==> config.mk <==
export PLATFORM = sky130hd
export DESIGN_NAME = pdm_dac_tx
export DESIGN_NICKNAME = d
export VERILOG_FILES = /design/src/rtl/pdm_dac_tx.sv
export SDC_FILE = /design/constraint.sdc
export NUM_CORES = 1
export LEC_CHECK = 0
export CORE_MARGIN = 2
export CORE_UTILIZATION = 52
export CTS_CLUSTER_SIZE = 30
export DETAILED_ROUTE_END_ITERATION = 10
export GPL_TIMING_DRIVEN = 0
export PLACE_DENSITY = 0.75
export SYNTH_ARGS = -nofsm -noshare
export SYNTH_HDL_FRONTEND = slang
export SYNTH_SLANG_ARGS = --single-unit
==> constraint.sdc <==
create_clock -name clk_i -period 1.95 [get_ports clk_i]
set_input_delay 0.39 -clock clk_i [delete_from_list [all_inputs] [get_ports clk_i]]
set_output_delay 0.39 -clock clk_i [all_outputs]
set_load 0.05 [all_outputs]
==> src/rtl/pdm_dac_tx.sv <==
// ============================================================================
//  Module      : pdm_dac_tx
//  Description : Sample FIFO feeding a first-order sigma-delta PDM modulator.
//  Revision    : 1.0 - initial release
// ============================================================================
`default_nettype none

module pdm_dac_tx #(
    parameter int DATA_WIDTH = 8,
    parameter int FIFO_DEPTH = 4,
    parameter int OSR        = 16
) (
    input  logic                          clk_i,
    input  logic                          rst_i,
    input  logic [DATA_WIDTH-1:0]         sample_i,
    input  logic                          sample_valid_i,
    output logic                          sample_ready_o,
    input  logic                          mute_i,
    input  logic                          clear_underrun_i,
    output logic                          pdm_o,
    output logic                          underrun_o,
    output logic [$clog2(FIFO_DEPTH):0]   level_o
);

    localparam int c_AW = $clog2(FIFO_DEPTH);
    localparam int c_LW = c_AW + 1;
    localparam int c_PW = $clog2(OSR);
    localparam logic [DATA_WIDTH-1:0] c_MID        = {1'b1, {(DATA_WIDTH-1){1'b0}}};
    localparam logic [c_PW-1:0]       c_LAST_PHASE = c_PW'(OSR - 1);
    localparam logic [c_LW-1:0]       c_FULL       = c_LW'(FIFO_DEPTH);

    logic [DATA_WIDTH-1:0] r_mem [FIFO_DEPTH];
    logic [c_AW-1:0]       r_wr_ptr;
    logic [c_AW-1:0]       r_rd_ptr;
    logic [c_LW-1:0]       r_level;
    logic [c_PW-1:0]       r_phase;
    logic [DATA_WIDTH-1:0] r_cur;
    logic [DATA_WIDTH-1:0] r_acc;
    logic                  r_pdm;
    logic                  r_underrun;

    logic                  w_push;
    logic                  w_wrap;
    logic                  w_empty;
    logic                  w_pop;
    logic [DATA_WIDTH-1:0] w_m;
    logic [DATA_WIDTH:0]   w_sum;

    // Ready depends only on the registered count, so a pop in the same cycle
    // never frees a slot for a push.
    assign sample_ready_o = (r_level != c_FULL);
    assign w_push         = sample_valid_i && sample_ready_o;
    assign w_wrap         = (r_phase == c_LAST_PHASE);
    assign w_empty        = (r_level == '0);
    assign w_pop          = w_wrap && !w_empty;
    assign w_m            = mute_i ? c_MID : r_cur;
    assign w_sum          = {1'b0, r_acc} + {1'b0, w_m};

    assign pdm_o      = r_pdm;
    assign underrun_o = r_underrun;
    assign level_o    = r_level;

    always_ff @(posedge clk_i) begin
        if (w_push) begin
            r_mem[r_wr_ptr] <= sample_i;
        end
    end

    always_ff @(posedge clk_i or posedge rst_i) begin
        if (rst_i) begin
            r_wr_ptr <= '0;
            r_rd_ptr <= '0;
            r_level  <= '0;
        end else begin
            if (w_push) begin
                r_wr_ptr <= r_wr_ptr + c_AW'(1);
            end
            if (w_pop) begin
                r_rd_ptr <= r_rd_ptr + c_AW'(1);
            end
            case ({w_push, w_pop})
                2'b10:   r_level <= r_level + c_LW'(1);
                2'b01:   r_level <= r_level - c_LW'(1);
                default: r_level <= r_level;
            endcase
        end
    end

    always_ff @(posedge clk_i or posedge rst_i) begin
        if (rst_i) begin
            r_phase    <= '0;
            r_cur      <= c_MID;
            r_underrun <= 1'b0;
        end else begin
            r_phase <= w_wrap ? '0 : r_phase + c_PW'(1);
            if (w_pop) begin
                r_cur <= r_mem[r_rd_ptr];
            end
            // A fresh underrun outranks a simultaneous clear request.
            if (w_wrap && w_empty) begin
                r_underrun <= 1'b1;
            end else if (clear_underrun_i) begin
                r_underrun <= 1'b0;
            end
        end
    end

    // The accumulator carry is the PDM bit; its ones-density tracks m/2^N.
    always_ff @(posedge clk_i or posedge rst_i) begin
        if (rst_i) begin
            r_acc <= '0;
            r_pdm <= 1'b0;
        end else begin
            r_acc <= w_sum[DATA_WIDTH-1:0];
            r_pdm <= w_sum[DATA_WIDTH];
        end
    end

endmodule

`default_nettype wire
==> out/metrics.cfg, run 1 <==
[global_route]
grt.busiest_layer=met2
grt_pass1_wl_um=7530
grt.met3_usage=0.0631
grt_usage=0.174
grt_start_max_net_pins=30
grtUsageMet2=0.289
grt_pass1_vias=1574
use_met1=0.209
grt-ovfl-total=0
antenna_found_initial=0

[timing]
fin_skew_ns=0.00811
setup_viol=0
fin_tns_setup_ns=0
rsz0062_at_grt=yes
clock.fmax_mhz=527
min_period_ns=1.90
holdWs_ns=0.504
worst_slew_pin_slew_ns=1.08
final_hold_viol_count=0
slew_violations=0
fin_crit_sh=0.974
maxSlewHeadroom=0.282

[die]
fp.dieArea_um2=5770
io_pins=19
rows=26
core_um2=5040
die_h_um=75.9
initial_core_util=0.534
die_w_um=75.9

[power]
irDropWorstVdd_uv=750
pwr-share-clk=0.231
p_sw_frac=0.330
combPwrFrac=0.375
leakagePower_nw=1.32
seqPwrFrac=0.394
p_switching_w=0.00167
internal-power_w=0.00340
power_density_nw_per_um2=1540

[detailed_routing]
drtAntennaViolNets=0
wl_um=4410
detail_route.wl_per_cell_um=15.7
vias=1473
drtIter0Drc=81
drt-vias-per-instance=5.22
firstDrtPassIters=4
drc=0

[place]
hpwl_um=3050
routabilityCongestion=0.796
dpl_cell_area_um2=2990
port_buffers=18

[worst_hold_path]
hold_start=r_acc[0]$_DFF_PP0_
hold_path_class=reg2reg
holdPathStages=1
min_to=r_acc[0]$_DFF_PP0_

[logic_synthesis]
async_flop_share=0.475
yosys_register_bits=61
synth_fa_ha_area_frac=0.0800
synth_mux_area_frac=0.123
synth_largest_area_cell=edfxtp_1
yosysTopAreaCellShare=0.357
mappedNetlistNets=201
synth_common_cells=edfxtp_1, dfrtp_1, ha_1, inv_1, nor2b_1
yosysUniqueCellTypes=34
synth.avg_cell_area_um2=15.6
synth_area_leaders=edfxtp_1, dfrtp_1, mux4_2, ha_1, mux2_4
synth_top_family_by_area=multiplexers
ys.warnings.count=0
synth-simple-area-share=0.0656
yosysSeqAreaShare=0.627
synth-compound-area-share=0.0446
synth.cell_area_um2=2690
synth_most_common_cell=edfxtp_1
synth_edf_count=32
synth-xor-area-share=0.0358
synth_cells=172
synthFlopType=edfxtp_1

[critical_path]
cp-end-kind=register
crit_start=r_phase[1]$_DFF_PP0_
cp_cell_sequence=ha_4, nand3_4, nor2_4, ha_4, inv_2, fa_2, xor2_1, nor2_1, xor2_1
reg2reg_from=r_phase[1]$_DFF_PP0_
max_stage_delay_ns=0.41
crit_arrival_ns=2.16
crit_type=reg2reg
start_kind=register
critPathBufInv=1
reg2reg_to=level_o[2]$_DFFE_PP0P_
r2r_slack_ns=0.05
worst_path_max_delay_cell=dfrtp_1
rr_worst_depth=9
cp_max_fo=4
worstPathRequired_ns=2.21
cp_top_family=adder cells

[cts]
clockBufferDepth=2
worstSkewPairLatency_ns=0.33
cts-root-buf=clkbuf_8
clkSinkCount=61
cts_tree=yes
cts.reportedPaths.clkPinSlew_ns=0.07
cts_buffers=9
htree_num_levels=3
cts_hold_buf=0

[run_status]
outcome=complete, no violations

[final_layout]
stdcell_area_um2=3290
syn_to_final_growth_pct=22.2
drive_gt1_frac=0.264
diodes=0
utilization=0.652
nets=236

[job]
drv_cap=0

==> flip-flops by register name, indices dropped and copies added (netlist names), 2 cells and up <==
register / count
level_o: 3
r_acc: 8
r_cur: 8
r_mem: 32
r_phase: 4
r_rd_ptr: 2
r_wr_ptr: 2
==> cell usage in the layout, fill, tap and decap left out, types with 2 or more instances in the layout <==
cell type | synthesis | layout
mux2_4 | 8 | 8
dfrtp_1 | 28 | 25
dlygate4sd2_1 | 0 | 3
xnor2_1 | 5 | 5
mux4_2 | 8 | 8
clkbuf_1 | 1 | 2
nor3_1 | 3 | 3
nor2b_1 | 9 | 9
ha_4 | 0 | 2
dfrtp_2 | 0 | 3
a21oi_1 | 6 | 5
a21o_1 | 2 | 2
ha_1 | 14 | 12
buf_4 | 1 | 7
o21ai_0 | 3 | 3
clkbuf_8 | 0 | 9
inv_4 | 0 | 2
clkinv_2 | 0 | 2
nor2_1 | 4 | 3
bufinv_16 | 0 | 2
inv_1 | 11 | 7
mux2i_1 | 2 | 2
inv_2 | 0 | 2
nand3_4 | 0 | 2
xor2_1 | 6 | 6
edfxtp_1 | 32 | 32
nand3_1 | 5 | 3
clkdlybuf4s50_1 | 0 | 13
nand2_1 | 4 | 4
and3_1 | 4 | 4
a311o_1 | 2 | 2
clkinv_1 | 0 | 2
==> through the flow <==
step,total power [W],setup WS [ns],std cells
floorplan,0.00342,-0.162,172
global placement,0.00375,-0.465,260
detailed placement,0.00388,-0.510,260
CTS,0.00504,-0.124,277
global route,0.00541,-0.0699,282
finish,0.00507,0.0507,282
==> power groups by stage <==
stage	combinational [W]	clock (W)	sequential (W)
after floorplan	0.00130	0	0.00212
after global placement	0.00176	0	0.00199
after detailed placement	0.00186	0	0.00202
after CTS	0.00185	0.00120	0.00199
after global routing	0.00212	0.00125	0.00204
final	0.00190	0.00117	0.00200
==> worst max-delay path by stage <==
stage	to	depth (start not counted)	slack (ns)
2_1_floorplan	level_o[2]$_DFFE_PP0P_	10	-0.16
3_3_place_gp	pdm_o$_DFF_PP0_	8	-0.47
3_5_place_dp	pdm_o$_DFF_PP0_	8	-0.51
4_1_cts	level_o[2]$_DFFE_PP0P_	10	-0.12
5_1_grt	level_o[2]$_DFFE_PP0P_	9	-0.07
6_report	level_o[2]$_DFFE_PP0P_	9	0.05
==> cells by family (layout without fill, tap and decap cells) <==
| logic type | count (synthesis) | in the layout |
|---|---|---|
| buf+inv | 14 | 54 |
| fa+ha+maj | 16 | 16 |
| flops | 61 | 61 |
| simple gates | 33 | 33 |
| compound gates | 18 | 18 |
| xor+xnor | 11 | 11 |
| mux | 19 | 19 |
==> layer usage <==
metal	up-vias	share of wire
met4	0	0.017
met5	-	0
met2	22	0.51
li1	704	-
met3	5	0.041
met1	742	0.43
==> what timing repair did <==
action	in CTS	in global routing
endpoints found under the setup margin	10	5
gates resized for setup	7	11
hold endpoints to repair	0	0
pin swaps	1	5
cloned	0	0
setup buffers	1	6
==> final cells by class <==
type | instances | area [um^2]
Clock buffer | 10 | 128
Tap cell | 70 | 87.6
Fill cell | 360 | 1750
Sequential cell | 61 | 1690
Timing Repair Buffer | 25 | 231
Clock inverter | 6 | 77.6
Buffer | 2 | 15.0
Multi-Input combinational cell | 97 | 1010
Inverter | 11 | 46.3
(Power assumes the default switching activity.)
==> run 2: changes to the inputs <==
--- a/config.mk
+++ b/config.mk
@@ -5,11 +5,11 @@
 export SDC_FILE = /design/constraint.sdc
 export NUM_CORES = 1
 export LEC_CHECK = 0
-export CORE_MARGIN = 2
 export CORE_UTILIZATION = 52
 export CTS_CLUSTER_SIZE = 30
 export DETAILED_ROUTE_END_ITERATION = 10
 export GPL_TIMING_DRIVEN = 0
+export HOLD_SLACK_MARGIN = 0.15
 export PLACE_DENSITY = 0.75
 export SYNTH_ARGS = -nofsm -noshare
 export SYNTH_HDL_FRONTEND = slang
==> out/metrics.cfg, run 2 (synthesized netlist as in run 1, its figures left out) <==
[global_route]
antenna_found_initial=0
grt-ovfl-total=0
grt_start_max_net_pins=30
grt_pass1_vias=1595
grt_usage=0.188
grt_pass1_wl_um=7220

[critical_path]
cp_cell_sequence=ha_4, nand3_4, nor2_4, ha_4, inv_2, fa_2, xor2_1, nor2_1, xor2_1
start_kind=register
crit_type=reg2reg
cp_max_fo=4
crit_start=r_phase[1]$_DFF_PP0_
crit_end=level_o[2]$_DFFE_PP0P_
worst_path_max_delay_cell=dfrtp_1
reg2reg_from=r_phase[1]$_DFF_PP0_
cp-end-kind=register
r2r_slack_ns=0.008
reg2reg_to=level_o[2]$_DFFE_PP0P_
rr_worst_depth=9
worstPathRequired_ns=2.21
max_stage_delay_ns=0.43
crit_arrival_ns=2.20

[die]
die_h_um=73.9
die_w_um=73.9
fp.dieArea_um2=5470
io_pins=19
rows=25
initial_core_util=0.555
core_um2=4850

[timing]
fin_skew_ns=0.00658
fin_crit_sh=0.996
maxSlewHeadroom=0.279
setup_viol=0
fin_tns_setup_ns=0
min_period_ns=1.94
worst_slew_pin_slew_ns=1.08
final_hold_viol_count=0
rsz0062_at_grt=yes
clock.fmax_mhz=515
slew_violations=0

[final_layout]
nets=239
drive_gt1_frac=0.284
layout_commonest_cell=edfxtp_1
diodes=0
largest_reg_flops=32
utilization=0.681
syn_to_final_growth_pct=22.7
top_regs=r_mem x32, r_acc x8, r_cur x8
regMostFlops=r_mem
stdcell_area_um2=3300
layout_common_cells=edfxtp_1, dfrtp_1, clkdlybuf4s50_1

[detailed_routing]
detail_route.wl_per_cell_um=15.6
drtIter0Drc=87
drc=0
drt-vias-per-instance=5.30
vias=1495
wl_um=4390
firstDrtPassIters=4
drtAntennaViolNets=0

[cts]
cts_buffers=9
worstSkewPairLatency_ns=0.34
clkSinkCount=61
htree_num_levels=3
clockBufferDepth=2
cts.reportedPaths.clkPinSlew_ns=0.08
cts-root-buf=clkbuf_8
cts_tree=yes

[job]
drv_cap=0

[power]
internal-power_w=0.00329
combPwrFrac=0.379
leakagePower_nw=1.33
seqPwrFrac=0.395
p_switching_w=0.00175
finalPower_w=0.00505
pwr-share-clk=0.226
irDropWorstVdd_uv=945
power_density_nw_per_um2=1530
p_sw_frac=0.348

[worst_hold_path]
hold_path_class=reg2reg

[place]
dpl_cell_area_um2=2990
routabilityCongestion=0.759
hpwl_um=3020
port_buffers=18

[run_status]
outcome=complete, no violations

## run 2: metrics by stage
stage	setup WS, ns	cells	hold slack (ns)
CTS	-0.144	274	0.491
finish	0.00765	282	0.487
global placement	-0.454	257	0.462
floorplan	-0.162	172	0.449
global route	-0.0819	282	0.517
detailed placement	-0.551	257	0.474
## run 2: power groups by stage
| stage | Sequential [W] | Clock, W | Combinational [W] |
|---|---|---|---|
| after global routing | 0.00203 | 0.00122 | 0.00210 |
| after floorplan | 0.00212 | 0 | 0.00130 |
| after CTS | 0.00199 | 0.00117 | 0.00188 |
| after global placement | 0.00199 | 0 | 0.00176 |
| final | 0.00199 | 0.00114 | 0.00191 |
| after detailed placement | 0.00202 | 0 | 0.00189 |
## run 2: worst max-delay path, delay by kind of cell (launching register included)
family | cells | cell delay (ns)
and+or+nand+nor | 3 | 0.40
DFF | 1 | 0.43
adders and majority gates | 3 | 0.70
buffers and inverters | 1 | 0.04
xor gates and xnor gates | 2 | 0.29
## run 2: timing repair
action,4_1_cts,5_1_grt
setup buffers,1,9
setup endpoints to repair,10,5
gates resized for setup,7,10
pin swaps,1,4
hold buffers,0,0
## run 2: per-layer routing
layer  GRT usage  up-vias  part of all wire
met5           0        -                 0
met4       0.111        0             0.021
met3      0.0407       11             0.024
met2       0.314       21              0.51
met1       0.226      747              0.44
li1            -      716                 -
## run 2: cell type report
type / instances / area (um^2)
fillers: 331 / 1550
flip-flops and latches: 61 / 1690
repair buffers: 28 / 254
well taps: 67 / 83.8
multi-input cells: 97 / 1010
clock inverters: 7 / 81.3
clock buffers: 9 / 124
plain buffers: 2 / 15.0
inverters: 11 / 46.3
## run 2: worst min path at each step
stage	startpoint	to	slack (ns)	cells past startpoint
floorplan	r_phase[0]$_DFF_PP0_	r_phase[0]$_DFF_PP0_	0.45	1
global placement	r_phase[0]$_DFF_PP0_	r_phase[0]$_DFF_PP0_	0.46	1
detailed placement	r_acc[0]$_DFF_PP0_	r_acc[0]$_DFF_PP0_	0.47	1
CTS	r_acc[0]$_DFF_PP0_	r_acc[0]$_DFF_PP0_	0.49	1
global route	r_acc[0]$_DFF_PP0_	r_acc[0]$_DFF_PP0_	0.52	1
finish	r_acc[0]$_DFF_PP0_	r_acc[0]$_DFF_PP0_	0.49	1
